$ cat src/rtl/wbs_spi_master.sv
// Wishbone B4 pipelined slave that drives a single-byte SPI master.
// It runs in mode 0, sends MSB first and moves 8 bits per transfer.
// Software drives the slave select directly through the CTRL register.
module wbs_spi_master #(
   parameter int WB_CLK_HZ  = 48_000_000,
   parameter int SPI_CLK_HZ = 1_000_000
) (
   input  logic        wbs_clk_i,
   input  logic        wbs_rst_i,
   input  logic        wbs_cyc_i,
   input  logic        wbs_stb_i,
   input  logic        wbs_we_i,
   input  logic [3:0]  wbs_adr_i,
   input  logic [3:0]  wbs_sel_i,
   input  logic [31:0] wbs_dat_i,
   output logic [31:0] wbs_dat_o,
   output logic        wbs_stall_o,
   output logic        wbs_ack_o,
   output logic        spi_sck,
   output logic        spi_mosi,
   input  logic        spi_miso,
   output logic        spi_ss
);

   // Number of wishbone cycles in each SCK phase. The parameters must make this at least 1.
   localparam int HALF   = WB_CLK_HZ / (2 * SPI_CLK_HZ);
   localparam int TICK_W = (HALF > 1) ? $clog2(HALF) : 1;
   localparam logic [TICK_W-1:0] TICK_LAST = TICK_W'(HALF - 1);

   localparam logic [1:0] ST_IDLE = 2'd0;
   localparam logic [1:0] ST_LOW  = 2'd1;
   localparam logic [1:0] ST_HIGH = 2'd2;

   logic              ack_q,      ack_d;
   logic [31:0]       dat_o_q,    dat_o_d;
   logic [1:0]        state_q,    state_d;
   logic [TICK_W-1:0] tick_q,     tick_d;
   logic [2:0]        bit_cnt_q,  bit_cnt_d;
   logic [7:0]        tx_q,       tx_d;
   logic [7:0]        rx_shift_q, rx_shift_d;
   logic [7:0]        rx_byte_q,  rx_byte_d;
   logic              rx_valid_q, rx_valid_d;
   logic              overrun_q,  overrun_d;
   logic              ss_en_q,    ss_en_d;
   logic              sck_q,      sck_d;
   logic              mosi_q,     mosi_d;

   logic req, rd, data_wr, ctrl_wr, data_rd, busy;

   // These inputs are part of the bus interface but have no function in this block.
   logic unused_bits;
   assign unused_bits = ^{wbs_sel_i[3:1], wbs_dat_i[31:8]};

   // Decode the bus request, update the registers and step the SCK phase FSM.
   always_comb begin
      // NOTE: every signal gets a default value first, so no path through this block infers a latch.
      req     = wbs_cyc_i & wbs_stb_i;
      rd      = req & ~wbs_we_i;
      data_wr = req & wbs_we_i & (wbs_adr_i == 4'd0) & wbs_sel_i[0];
      ctrl_wr = req & wbs_we_i & (wbs_adr_i == 4'd1) & wbs_sel_i[0];
      data_rd = rd & (wbs_adr_i == 4'd0);
      busy    = (state_q != ST_IDLE);

      ack_d      = req;
      dat_o_d    = 32'd0;
      state_d    = state_q;
      tick_d     = tick_q;
      bit_cnt_d  = bit_cnt_q;
      tx_d       = tx_q;
      rx_shift_d = rx_shift_q;
      rx_byte_d  = rx_byte_q;
      rx_valid_d = rx_valid_q;
      overrun_d  = overrun_q;
      ss_en_d    = ss_en_q;
      sck_d      = sck_q;
      mosi_d     = mosi_q;

      if (rd) begin
         case (wbs_adr_i)
            4'd0:    dat_o_d = {24'd0, rx_byte_q};
            4'd1:    dat_o_d = {28'd0, overrun_q, rx_valid_q, busy, ss_en_q};
            default: dat_o_d = 32'd0;
         endcase
      end

      if (ctrl_wr) begin
         ss_en_d = wbs_dat_i[0];
         if (wbs_dat_i[3]) overrun_d = 1'b0;
      end

      // A completion later in this block overrides this clear.
      // The read still returns the byte that was held before the update.
      if (data_rd) rx_valid_d = 1'b0;

      // A write in the completion cycle still counts as busy.
      if (data_wr && busy) overrun_d = 1'b1;

      case (state_q)
         ST_IDLE: begin
            if (data_wr) begin
               state_d   = ST_LOW;
               tick_d    = '0;
               bit_cnt_d = 3'd0;
               tx_d      = wbs_dat_i[7:0];
               mosi_d    = wbs_dat_i[7];
            end
         end
         ST_LOW: begin
            if (tick_q == TICK_LAST) begin
               state_d    = ST_HIGH;
               tick_d     = '0;
               sck_d      = 1'b1;
               rx_shift_d = {rx_shift_q[6:0], spi_miso};
            end else begin
               tick_d = tick_q + TICK_W'(1);
            end
         end
         ST_HIGH: begin
            if (tick_q == TICK_LAST) begin
               tick_d = '0;
               sck_d  = 1'b0;
               if (bit_cnt_q == 3'd7) begin
                  state_d    = ST_IDLE;
                  mosi_d     = 1'b0;
                  rx_byte_d  = rx_shift_q;
                  rx_valid_d = 1'b1;
               end else begin
                  state_d   = ST_LOW;
                  bit_cnt_d = bit_cnt_q + 3'd1;
                  tx_d      = {tx_q[6:0], 1'b0};
                  mosi_d    = tx_q[6];
               end
            end else begin
               tick_d = tick_q + TICK_W'(1);
            end
         end
         default: begin
            state_d = ST_IDLE;
            sck_d   = 1'b0;
            mosi_d  = 1'b0;
         end
      endcase
   end

   // Register all state. Reset aborts any transfer and drops a request that arrives during reset.
   always_ff @(posedge wbs_clk_i) begin
      // NOTE: sequential state uses non-blocking assignments only, so every flop samples pre-edge values.
      if (wbs_rst_i) begin
         ack_q      <= 1'b0;
         dat_o_q    <= 32'd0;
         state_q    <= ST_IDLE;
         tick_q     <= '0;
         bit_cnt_q  <= 3'd0;
         tx_q       <= 8'd0;
         rx_shift_q <= 8'd0;
         rx_byte_q  <= 8'd0;
         rx_valid_q <= 1'b0;
         overrun_q  <= 1'b0;
         ss_en_q    <= 1'b0;
         sck_q      <= 1'b0;
         mosi_q     <= 1'b0;
      end else begin
         ack_q      <= ack_d;
         dat_o_q    <= dat_o_d;
         state_q    <= state_d;
         tick_q     <= tick_d;
         bit_cnt_q  <= bit_cnt_d;
         tx_q       <= tx_d;
         rx_shift_q <= rx_shift_d;
         rx_byte_q  <= rx_byte_d;
         rx_valid_q <= rx_valid_d;
         overrun_q  <= overrun_d;
         ss_en_q    <= ss_en_d;
         sck_q      <= sck_d;
         mosi_q     <= mosi_d;
      end
   end

   assign wbs_ack_o   = ack_q;
   assign wbs_dat_o   = dat_o_q;
   assign wbs_stall_o = 1'b0;
   assign spi_sck     = sck_q;
   assign spi_mosi    = mosi_q;
   assign spi_ss      = ~ss_en_q;

endmodule
$ cat config.mk
export PLATFORM = sky130hd
export DESIGN_NAME = wbs_spi_master
export DESIGN_NICKNAME = d
export VERILOG_FILES = /design/src/rtl/wbs_spi_master.sv
export SDC_FILE = /design/constraint.sdc
export NUM_CORES = 1
export LEC_CHECK = 0
export ABC_AREA = 0
export CAP_MARGIN = 20
export CORE_MARGIN = 5
export CORE_UTILIZATION = 41
export CTS_BUF_LIST = sky130_fd_sc_hd__clkbuf_2 sky130_fd_sc_hd__clkbuf_4 sky130_fd_sc_hd__clkbuf_8
export CTS_CLUSTER_SIZE = 12
export DETAILED_ROUTE_END_ITERATION = 8
export PLACE_DENSITY_LB_ADDON = 0.1
export SETUP_SLACK_MARGIN = 0.4
export SLEW_MARGIN = 25
export SYNTH_ARGS = -nofsm -noshare
export SYNTH_HDL_FRONTEND = slang
export SYNTH_SLANG_ARGS = --single-unit
$ cat constraint.sdc
create_clock -name wbs_clk_i -period 1.8 [get_ports wbs_clk_i]
set_input_delay 0.18 -clock wbs_clk_i [delete_from_list [all_inputs] [get_ports wbs_clk_i]]
set_output_delay 0.18 -clock wbs_clk_i [all_outputs]
set_load 0.05 [all_outputs]
Word level (Yosys, flattened, before mapping). Cells that the tools add are included.

Add/subtract/negate cells: 2. Bitwise logic cells: 13. $lt $le $gt $ge: 0. Shift operators: 0. Eq/ne operators: 9. Reduce and logical (&&, ||, !) cells: 18. Divide/modulo/power cells: 0. Mux-type cells: 31. Multipliers: 0.

Operators with widths (count): $mux 7 (3); $pmux 8 s2 (1); $pmux 7 s2 (1); $mux 1 (13); $reduce_and 3->1 (4); $mux 5 (2); $pmux 5 s2 (1); $reduce_bool 2->1 (5); $mux 3 (3); $and 1x1->1 (8); $ne 2x2->1 const B (4); $mux 2 (3); $pmux 1 s3 (2); $pmux 2 s3 (1); $pmux 3 s2 (1); $reduce_and 2->1 (3); $add 5x1->5 const B (1); $eq 5x5->1 const B (1); $not 1->1 (5); $eq 4x1->1 const B (1); $logic_not 4->1 (1); $reduce_and 4->1 (1); $reduce_or 2->1 (2); $add 3x1->3 const B (1); 5 further kinds (5).

Logic and storage cells: 86. Register bits after elaboration: 71. ROM bits: 0. Bits in latches: 0. Memory bits (writable): 0. Input port bits: 46. Memories: 0.

Depth between registers and ports, before layout.
Depth in word-level cells: 7. Depth in mapped cells: 8. Gate-level depth less buffers: 6.

Worst setup path after synthesis. No wires, ideal clock.

Kind: reg2reg. Start point: reg state_q[0]. End point: reg bit_cnt_q[0]. Arrival time: 1.689 ns. Library setup time: 0.070 ns. Data required time: 1.730 ns. Slack: 0.040 ns. Stages on the path, launching flop included: 9. Cell sequence: dfxtp_1 inv_1 ha_1 buf_2 inv_1 a21oi_2 buf_6 or4_1 a21oi_1.

Word-level cells in the longest chain between the ends: 3. Elaborated cells between the ends (all ways): 8.

RTL lines: start, declared (line 36) `logic [1:0] state_q, state_d;`; start signal, assigned (line 165) `state_q <= state_d;`; $eq 2x2->1 or $logic_not 2->1 (tied branches) (line 98) `case (state_q)`; $ne 2x2->1 (no line) or $reduce_bool 2->1 (tied branches); $reduce_and 4->1 (no line); end signal, assigned (line 167) `bit_cnt_q <= bit_cnt_d;`; end, declared (line 38) `logic [2:0] bit_cnt_q, bit_cnt_d;`.

Parallel ways exist; a longest one is shown, timed or not. A chain may end at the register's enable or synchronous reset.

Final worst setup path.
Start point: reg tick_q[0]. End point: reg bit_cnt_q[0].

Word-level cells in the longest chain between the ends: 3.

RTL lines: start, declared (line 37) `logic [TICK_W-1:0] tick_q, tick_d;`; start signal, assigned (line 166) `tick_q <= tick_d;`; $eq 5x5->1 (line 119) `if (tick_q == TICK_LAST) begin`; $ne 2x2->1 (no line); $reduce_and 4->1 (no line).

Every way passes these cells.

==> results.md <==
* PwrDens at ~690 nW/um^2
* CTS tree: built
* Global-route wire length before repair at ~9400 um
* Synth warn at 0
* Hold Path Class: in2reg
* Slowest CP cell: dfxtp_4
* Fin crit share at 0.863
* Pre-antenna DRT Iters at 4
* Core Util, Final at 0.641
* Hold depth at 3
* M2 GR Usage at 0.255
* Initial core utilization at 0.430
* Static leakage at between 1 and 1.5 nW
* Crit path capture type: flop
* Synth Register Bits at 47
* Clock skew at roughly 0.013 ns
* DRC viols at 0
* Synth-to-Final Area Change at 49.3%
* CTS Hold Buffers Added at 0
* Cell repeated most along the worst path: buf_6
* Gpl congestion at roughly 0.8
* Unrepaired setup endpoints after global routing: true
* Buffers plus inverters on the worst setup path at 3
* Antenna Nets Post-Route at 0
* Critical R2R Launch: tick_q[0]$_SDFFE_PP0P_
* Grt ovf at 0
* Gr usage total at 0.161
* Crit-path max FO at 4
* Fmax at between 600 and 700 MHz
* Antenna cells at 0
* Number of cells on the critical path at 8
* Peak supply drop at between 0.3 and 0.4 mV
* WP data required at just under 2 ns
* Sequential Power Share at 0.468
* Gate Count Post-Synth at 258
* Yosys cell types at 43
* Clock power share at 0.297
* Setup violations, final at 0
* P_sw at 0.000737 W
* Met3 Use GR at 0.0257
* Logic pwr share at 0.235
* Dpl hpwl at 3700 um
* Switching part of the total power at 0.320
* Setup TNS at 0 ns
* CP startpoint kind: flop
* Setup Crit Path Kind: reg2reg
* CTS Sinks at 47
* Clock buffer depth at 2
* Top-Level Pins at 83
* Vias in the first global route at 1,932
* Min Clock Period, post-route at ~1.6 ns
* Layout cells sized above 1 at 0.370
* Port bufs at 30
* Routed wire length at a little under 6000 um
* Mapped Area at approximately 2200 um^2
* Initial antenna violation count at 0
* Reg2Reg Depth at 8
* CTS Buf Count at 5
* Syn Area/Cell at between 8 and 9 um^2
* Vias per cell at between 5 and 6
* Core Footprint at approximately 5200 um^2
* Crit-path cells: ha_4, and4b_2, buf_6, a22oi_2, buf_4, buf_6, o21ai_1, a21oi_2
* CTS root buf: clkbuf_8
* DRT iter0 DRCs at 75
* Met1 Use GR at 0.221
* Die span in x at approximately 84 um
* Worst r2r dst: bit_cnt_q[0]$_SDFFE_PP0P_
* Slowest stage delay, CP at around 0.4 ns
* Top Usage Layer GRT: met2
* Final-layout fill cell count at 447
* Nets at roughly 380
* Top delay family on crit path: flip-flops
* Final Max Tran Viols at 0
* H-tree Lvls at 2
* Post-synth EDFFs at 0
* Seq/Total Area, Yosys at 0.421
* Rows at 26
* Pin count of the biggest net entering global routing at 22
* Maxcap violations at 0
* Status: completed
* Crit path DAT at 1.75 ns
* Vert. Die Dim at between 80 and 90 um
* Int Power at approximately 0.0016 W
* Synth Flop Type: dfxtp_1
* Clock Pin Slew Worst Setup and Hold Paths at approximately 0.09 ns
* Via count at 2,069
* Clock Latency Late Sink at between 0.3 and 0.4 ns
* Final Hold Fails at 0
* Reg2Reg Setup Slack at 0.25 ns
* Wire per inst at 14.6 um
* Hold path endpoint: wbs_ack_o$_SDFF_PP0_
* Die ar. at 7030 um^2
* Ys async rst share at 0
* Worst Hold Launch: wbs_stb_i
==> cell usage after synthesis (all sizes together), types with 2 or more instances <==
library cell	number	share of area
a211oi	6	0.020
a31oi	2	0.0056
nand2b	2	0.0056
and3	3	0.0084
nor2b	2	0.0056
a311oi	2	0.0078
and2	4	0.011
dfxtp	47	0.42
ha	7	0.039
nand3	13	0.029
nand4	5	0.014
or4	3	0.012
inv	6	0.010
mux2i	6	0.027
a22oi	6	0.020
buf	30	0.10
nand2	29	0.049
clkbuf	7	0.012
a21oi	35	0.080
o31ai	2	0.013
nor4	2	0.012
o21ai	10	0.027
nor2	17	0.029
==> final cells by class <==
class / instances / area (um^2) / area share
clock inverters: 3 / 26.3 / 0.00787
repair buffers: 78 / 762 / 0.228
clock buffers: 5 / 68.8 / 0.0206
multi-input cells: 193 / 1410 / 0.422
inverters: 6 / 30.0 / 0.00900
flip-flops and latches: 47 / 953 / 0.286
well taps: 70 / 87.6 / 0.0262
==> repair_timing <==
action | 4_1_cts | 5_1_grt
gates cloned | 1 | 1
endpoints found under the setup margin | 52 | 41
pin swaps | 25 | 17
setup buffers | 20 | 6
resized for setup | 72 | 40
==> cell usage in the layout, fill, tap and decap left out, types with 3 or more instances in the layout <==
cell type,count
a21oi_2,15
inv_1,3
nor2_2,4
dlymetal6s2s_1,4
nand3_1,11
conb_1,25
nand4_1,5
mux2i_1,6
ha_4,5
a211oi_2,6
buf_4,31
dlygate4sd2_1,11
buf_6,11
nor2_1,13
dfxtp_1,41
inv_6,3
nand2_1,26
a21oi_1,19
and2_1,4
o21ai_0,4
clkbuf_8,5
buf_12,3
a22oi_1,5
clkdlybuf4s50_1,10
dfxtp_2,4
o21ai_2,3
==> how the worst max path moves through the flow <==
| stage | startpoint | to | slack (ns) |
|---|---|---|---|
| 2_1_floorplan | wbs_adr_i[3] | tick_q[3]$_SDFFE_PP0P_ | 0.31 |
| 3_3_place_gp | wbs_adr_i[3] | tick_q[3]$_SDFFE_PP0P_ | -0.16 |
| 3_5_place_dp | wbs_adr_i[3] | spi_mosi$_SDFFE_PP0P_ | -0.18 |
| 4_1_cts | tick_q[0]$_SDFFE_PP0P_ | tx_q[2]$_SDFFE_PP0P_ | 0.26 |
| 5_1_grt | tick_q[0]$_SDFFE_PP0P_ | tx_q[6]$_SDFFE_PP0P_ | 0.17 |
| 6_report | tick_q[0]$_SDFFE_PP0P_ | bit_cnt_q[0]$_SDFFE_PP0P_ | 0.25 |
==> through the flow <==
stage	setup slack, ns	hold slack [ns]	power (W)	area [um^2]	std cells
2_1_floorplan	0.312	0.327	0.00142	2380	282
3_3_place_gp	-0.156	0.436	0.00150	2680	366
3_5_place_dp	-0.179	0.439	0.00150	2680	366
4_1_cts	0.263	0.416	0.00228	3170	395
5_1_grt	0.172	0.246	0.00238	3340	402
6_report	0.247	0.216	0.00230	3340	402
==> flip-flops by register name (all words and copies together) (netlist names) <==
| register | count |
|---|---|
| wbs_ack_o | 1 |
| tick_q | 5 |
| rx_valid_q | 1 |
| spi_mosi | 1 |
| ss_en_q | 1 |
| rx_byte_q | 8 |
| tx_q | 7 |
| bit_cnt_q | 3 |
| wbs_dat_o | 8 |
| overrun_q | 1 |
| rx_shift_q | 8 |
| state_q | 2 |
| spi_sck | 1 |
==> power groups by stage <==
stage	Clock (W)	Sequential, W	Combinational [W]
finish	0.000684	0.00108	0.000540
global route	0.000733	0.00108	0.000572
CTS	0.000703	0.00108	0.000503
detailed placement	0	0.00110	0.000400
global placement	0	0.00110	0.000396
floorplan	0	0.00111	0.000307
==> worst reg2reg max path: stages (launching register included) <==
cell and delay, ns:
dfxtp_4 0.39, ha_4 0.15, and4b_2 0.28, buf_6 0.11, a22oi_2 0.05, buf_4 0.14
buf_6 0.12, o21ai_1 0.14, a21oi_2 0.07
==> cell families (layout without fill, tap and decap cells) <==
logic type,count (synthesis),after routing,synth area share
flip-flops,47,47,0.421
AO/OA/AOI/OAI,68,68,0.193
adder cells (fa/ha/maj),7,7,0.0392
AND/OR/NAND/NOR,86,87,0.198
buffers and inverters,43,92,0.121
other,1,25,0.00168
multiplexers,6,6,0.0269
==> metal layers <==
layer  wire, um  vias to the layer above
met5          0                        -
met4         77                        0
met3        278                        4
met2       2750                       58
met1       2760                      990
li1           -                     1017
Note: power is estimated with default switching activity, not from simulation.
